**src/rtl/iob2apb.sv**
```systemverilog
// IOb native bus to AMBA APB bridge: one outstanding transfer, IDLE -> SETUP -> ACCESS.
// Optional ACCESS-phase timeout with err_o pulse is enabled by defining IOB2APB_TIMEOUT_EN.
module iob2apb #(
    parameter int unsigned ADDR_W         = 21,
    parameter int unsigned DATA_W         = 32,
    parameter int unsigned TIMEOUT_CYCLES = 255
) (
    input  logic                clk_i,
    input  logic                rst_i,
    input  logic                cke_i,
    input  logic                iob_avalid_i,
    input  logic [ADDR_W-1:0]   iob_addr_i,
    input  logic [DATA_W-1:0]   iob_wdata_i,
    input  logic [DATA_W/8-1:0] iob_wstrb_i,
    output logic                iob_ready_o,
    output logic                iob_rvalid_o,
    output logic [DATA_W-1:0]   iob_rdata_o,
    output logic                apb_sel_o,
    output logic                apb_enable_o,
    output logic                apb_write_o,
    output logic [ADDR_W-1:0]   apb_addr_o,
    output logic [DATA_W-1:0]   apb_wdata_o,
    output logic [DATA_W/8-1:0] apb_wstrb_o,
    input  logic [DATA_W-1:0]   apb_rdata_i,
    input  logic                apb_ready_i,
    output logic                err_o
);

    localparam int unsigned STRB_W = DATA_W / 8;

    if ((DATA_W % 8) != 0 || TIMEOUT_CYCLES == 0) begin : g_param_check
        $error("iob2apb: DATA_W must be a multiple of 8 and TIMEOUT_CYCLES nonzero");
    end

    typedef enum logic [1:0] {
        IDLE   = 2'd0,
        SETUP  = 2'd1,
        ACCESS = 2'd2
    } state_t;

    state_t state;
    state_t state_nxt;
    logic   accept_c;
    logic   done_c;
    logic   timeout_c;

    assign accept_c = iob_avalid_i & iob_ready_o;
    assign done_c   = (state == ACCESS) & apb_ready_i;

`ifdef IOB2APB_TIMEOUT_EN
    localparam int unsigned CNT_W = $clog2(TIMEOUT_CYCLES + 1);

    logic [CNT_W-1:0] cnt;

    // Cleared while in SETUP so it reads zero in the first ACCESS cycle.
    always_ff @(posedge clk_i) begin
        if (rst_i) begin
            cnt <= '0;
        end else if (cke_i) begin
            if (state == SETUP) begin
                cnt <= '0;
            end else if (state == ACCESS) begin
                cnt <= cnt + CNT_W'(1);
            end
        end
    end

    assign timeout_c = (state == ACCESS) & ~apb_ready_i & (cnt == CNT_W'(TIMEOUT_CYCLES));

    always_ff @(posedge clk_i) begin
        if (rst_i) begin
            err_o <= 1'b0;
        end else if (cke_i) begin
            err_o <= timeout_c;
        end
    end
`else
    assign timeout_c = 1'b0;
    assign err_o     = 1'b0;
`endif

    // State register
    always_ff @(posedge clk_i) begin
        if (rst_i) begin
            state <= IDLE;
        end else if (cke_i) begin
            state <= state_nxt;
        end
    end

    // Next-state logic
    always_comb begin
        state_nxt = state;
        case (state)
            IDLE:    if (iob_avalid_i) state_nxt = SETUP;
            SETUP:   state_nxt = ACCESS;
            ACCESS:  if (done_c || timeout_c) state_nxt = IDLE;
            default: state_nxt = IDLE;
        endcase
    end

    // State-decoded outputs
    always_comb begin
        iob_ready_o  = 1'b0;
        apb_sel_o    = 1'b0;
        apb_enable_o = 1'b0;
        case (state)
            IDLE:   iob_ready_o = 1'b1;
            SETUP:  apb_sel_o = 1'b1;
            ACCESS: begin
                apb_sel_o    = 1'b1;
                apb_enable_o = 1'b1;
            end
            default: ;
        endcase
    end

    // Request capture and read response
    always_ff @(posedge clk_i) begin
        if (rst_i) begin
            apb_addr_o   <= '0;
            apb_wdata_o  <= '0;
            apb_wstrb_o  <= '0;
            apb_write_o  <= 1'b0;
            iob_rvalid_o <= 1'b0;
            iob_rdata_o  <= '0;
        end else if (cke_i) begin
            iob_rvalid_o <= 1'b0;
            if (accept_c) begin
                apb_addr_o  <= iob_addr_i;
                apb_wdata_o <= iob_wdata_i;
                apb_wstrb_o <= STRB_W'(iob_wstrb_i);
                apb_write_o <= |iob_wstrb_i;
            end
            if (done_c && !apb_write_o) begin
                iob_rvalid_o <= 1'b1;
                iob_rdata_o  <= apb_rdata_i;
            end else if (timeout_c && !apb_write_o) begin
                iob_rvalid_o <= 1'b1;
                iob_rdata_o  <= '1;
            end
        end
    end

endmodule

```
**config.mk**
```make
export PLATFORM = sky130hd
export DESIGN_NAME = iob2apb
export DESIGN_NICKNAME = d
export VERILOG_FILES = /design/src/rtl/iob2apb.sv
export SDC_FILE = /design/constraint.sdc
export NUM_CORES = 1
export LEC_CHECK = 0
export ABC_AREA = 1
export BUFFER_PORTS_ARGS = -buffer_cell sky130_fd_sc_hd__buf_2
export CORE_UTILIZATION = 43
export DETAILED_ROUTE_END_ITERATION = 8
export PLACE_DENSITY_LB_ADDON = 0.15
export RECOVER_POWER = 100
export SYNTH_ARGS = -nofsm -noshare
export SYNTH_HDL_FRONTEND = slang
export SYNTH_SLANG_ARGS = --single-unit
```
**constraint.sdc**
```tcl
create_clock -name clk_i -period 1.65 [get_ports clk_i]
set_input_delay 0.165 -clock clk_i [delete_from_list [all_inputs] [get_ports clk_i]]
set_output_delay 0.165 -clock clk_i [all_outputs]
set_load 0.02 [all_outputs]
```
==> impl_metrics.yaml <==
run_status:
  outcome: "complete, no violations"
global_route:
  use_met3_pct: 6.35
  met1_usage_pct: 26.1
  grt_pass1_vias: 3066
  met2_usage_pct: 34.2
  grt_max_degree: 59
  antenna_found_initial: 0
  grt-ovfl-total: 0
  track_usage_pct: 21.1
  grt_pass1_wl_mm: 14.0
  top_usage_layer: "met2"
critical_path:
  crit_chain: "inv_1, ha_1, clkbuf_1"
  cp.required_ns: 1.48
  rr_startpoint: "state[0]"
  critical_path_arrival_ns: 1.33
  critPathKind: "register to output port"
  max_stage_delay_ns: 0.35
  slowest_stage: "dfxtp_1"
  worst_setup_path_start_kind: "register"
  cp_max_fo: 4
  cp-end-kind: "output port"
  crit_start: "state[1]"
logic_synthesis:
  syn_area_mm2: 0.00331
  synth_area_leader_cell: "dfxtp_1"
  postSynthCellCount: 428
  seq_area_frac_synth_pct: 56.2
  synth-edff-count: 0
  synthArstFlopShare_pct: 0
  syn_area_per_cell_um2: 7.74
  synthTopCellsByArea: "dfxtp_1 (56%), nand2_1 (14%), a21oi_1 (8.9%)"
  synth_fp_nets: 526
  synth_seq_cells: 93
  yosys_warnings: 0
  synth.most_common_cell: "nand2_1"
  synth.top_cell.area_share_pct: 56.2
  yosys-top-cells-count: "nand2_1 (124), dfxtp_1 (93), nor2_1 (68), a21oi_1 (59), o21ai_0 (32)"
  synth-main-ff-cell: "dfxtp_1"
  yosys.cell_types.count: 14
timing:
  rsz0062_at_grt: "false"
  fin_crit_sh_pct: 90.5
  fin_setup_tns_ns: 0
  fin_crit_ns: 1.49
  whs_ns: 0.0570
  final-hold-violation-count: 0
  setup_viol: 0
  max_freq_ghz: 0.670
  final_max_slew_viol_count: 0
  clock_skew_ns: 0.0118
clocking:
  cts_setup_buffers: 0
  path_clk_slew_ns: 0.09
  cts_resized: 0
  cts_root_buf: "clkbuf_8"
  cts.path.max_buffers: 2
  hold_buffers: 0
  cts_tree: "built"
  cts_sinks: 93
  htreeDepth: 3
  cts_buffers: 9
  clkLatencyLatePin_ns: 0.34
power:
  internal_power_mw: 3.22
  pwr_density_cell_mw_per_mm2: 1020
  sequentialPowerShare_pct: 53.5
  switchingPower_mw: 1.28
  p_clk_share_pct: 31.2
  ir_worst_vdd_mv: 0.571
  cellLeakagePower_nw: 1.78
  combinationalPowerShare_pct: 15.3
  switching_share_pct: 28.4
layout:
  design_area_mm2: 0.00440
  antennaDiodeCount: 0
  nets: 705
  areaGrowthSynthToFinish_pct: 32.7
  drive_above_1_share_pct: 19.6
floorplanning:
  fp.coreArea_mm2: 0.00737
  row_count: 31
  start_util_pct: 45.0
  die-area_mm2: 0.00806
  io_pins: 189
  fp.dieW_um: 89.8
  die_y_um: 89.8
route:
  dr.pass1.iters: 4
  drt-total-wl_mm: 8.54
  vias: 3307
  wire_per_inst_um: 12.0
  viasPerCell: 4.65
  final_antenna_net_count: 0
  drc: 0
  first_iter_violations: 106
place:
  hpwl_mm: 6.03
  io_buffers: 187
  gp_congestion: 0.748
  placed_area_mm2: 0.00433
hold_path:
  hp-start: "iob_addr_i[2]"
  hold_path_class: "input pin to register"
run:
  drv_cap: 0
-- logic make-up (layout without fill, tap and decap cells) --
family                     Yosys count  count (layout)  synth area share (%)
AOI/OAI and AO/OA                   91              91                  13.7
adders and majority gates            4               4                  1.51
buffers and inverters               42             226                  5.82
DFF                                 93              93                  56.2
other                                1               1                 0.113
and+or+nand+nor                    197             197                  22.6
-- cell usage in the layout, fill, tap and decap left out --
| master | n |
|---|---|
| clkbuf_8 | 11 |
| a21oi_1 | 59 |
| nand3_2 | 1 |
| clkbuf_4 | 1 |
| clkinvlp_4 | 4 |
| ha_1 | 4 |
| clkbuf_1 | 95 |
| nand2_1 | 124 |
| clkinv_2 | 1 |
| nor2_1 | 68 |
| buf_4 | 5 |
| nand4_1 | 3 |
| o21ai_0 | 32 |
| inv_1 | 12 |
| inv_2 | 1 |
| nand3_1 | 1 |
| dfxtp_1 | 93 |
| buf_12 | 2 |
| conb_1 | 1 |
| clkbuf_2 | 1 |
| buf_2 | 93 |
-- power by group through the flow --
stage	logic [mW]	registers [mW]	clock network, mW
finish	0.688	2.41	1.41
global route	0.767	2.42	1.54
CTS	0.728	2.40	1.44
detailed placement	0.726	2.46	0
global placement	0.714	2.45	0
floorplan	0.304	2.58	0
-- registers in the layout, indices dropped and copies added, names as in the netlist --
register	cells
apb_addr_o	21
state	2
iob_rdata_o	32
apb_wdata_o	32
apb_write_o	1
iob_rvalid_o	1
apb_wstrb_o	4
-- area by class of cell --
class / count / area (um2)
clock buffer: 11 / 151
clock inverter: 5 / 35.0
fill: 759 / 2970
inverter: 13 / 48.8
multi-input combinational: 293 / 1260
sequential: 93 / 1860
tap: 99 / 124
timing repair buffer: 197 / 912
-- stage by stage --
step	worst slack, ns	total power [mW]	std cells	utilization [%]
4_1_cts	0.182	4.57	711	61.3
6_report	0.157	4.50	711	59.7
3_5_place_dp	0.205	3.18	695	58.8
3_3_place_gp	0.293	3.17	695	58.8
2_1_floorplan	0.162	2.89	428	-
5_1_grt	0.0101	4.73	711	59.7
-- routing by layer --
| layer | part of all wire [%] | up-vias | wire [um] |
|---|---|---|---|
| met5 | 0 | - | 0 |
| met3 | 8.3 | 17 | 713 |
| met1 | 45 | 1451 | 3870 |
| li1 | - | 1706 | - |
| met2 | 45 | 133 | 3800 |
| met4 | 1.8 | 0 | 156 |
-- worst max-delay path: cells and delay by family (launching register included) --
| kind | cells | cell delay, ns |
|---|---|---|
| adder cells (fa/ha/maj) | 1 | 0.30 |
| buffers and inverters | 2 | 0.34 |
| flip-flops | 1 | 0.35 |
-- worst paths after layout --
check / slack (ns) / depth (start not counted) / end
setup / recovery: 0.16 / 3 / apb_sel_o
hold / removal: 0.06 / 3 / apb_addr_o[2]
setup reg to reg: 0.18 / 7 / iob_rdata_o[26]
hold reg to reg: 0.47 / 2 / apb_wdata_o[30]
Note: power is estimated with default switching activity, not from simulation.
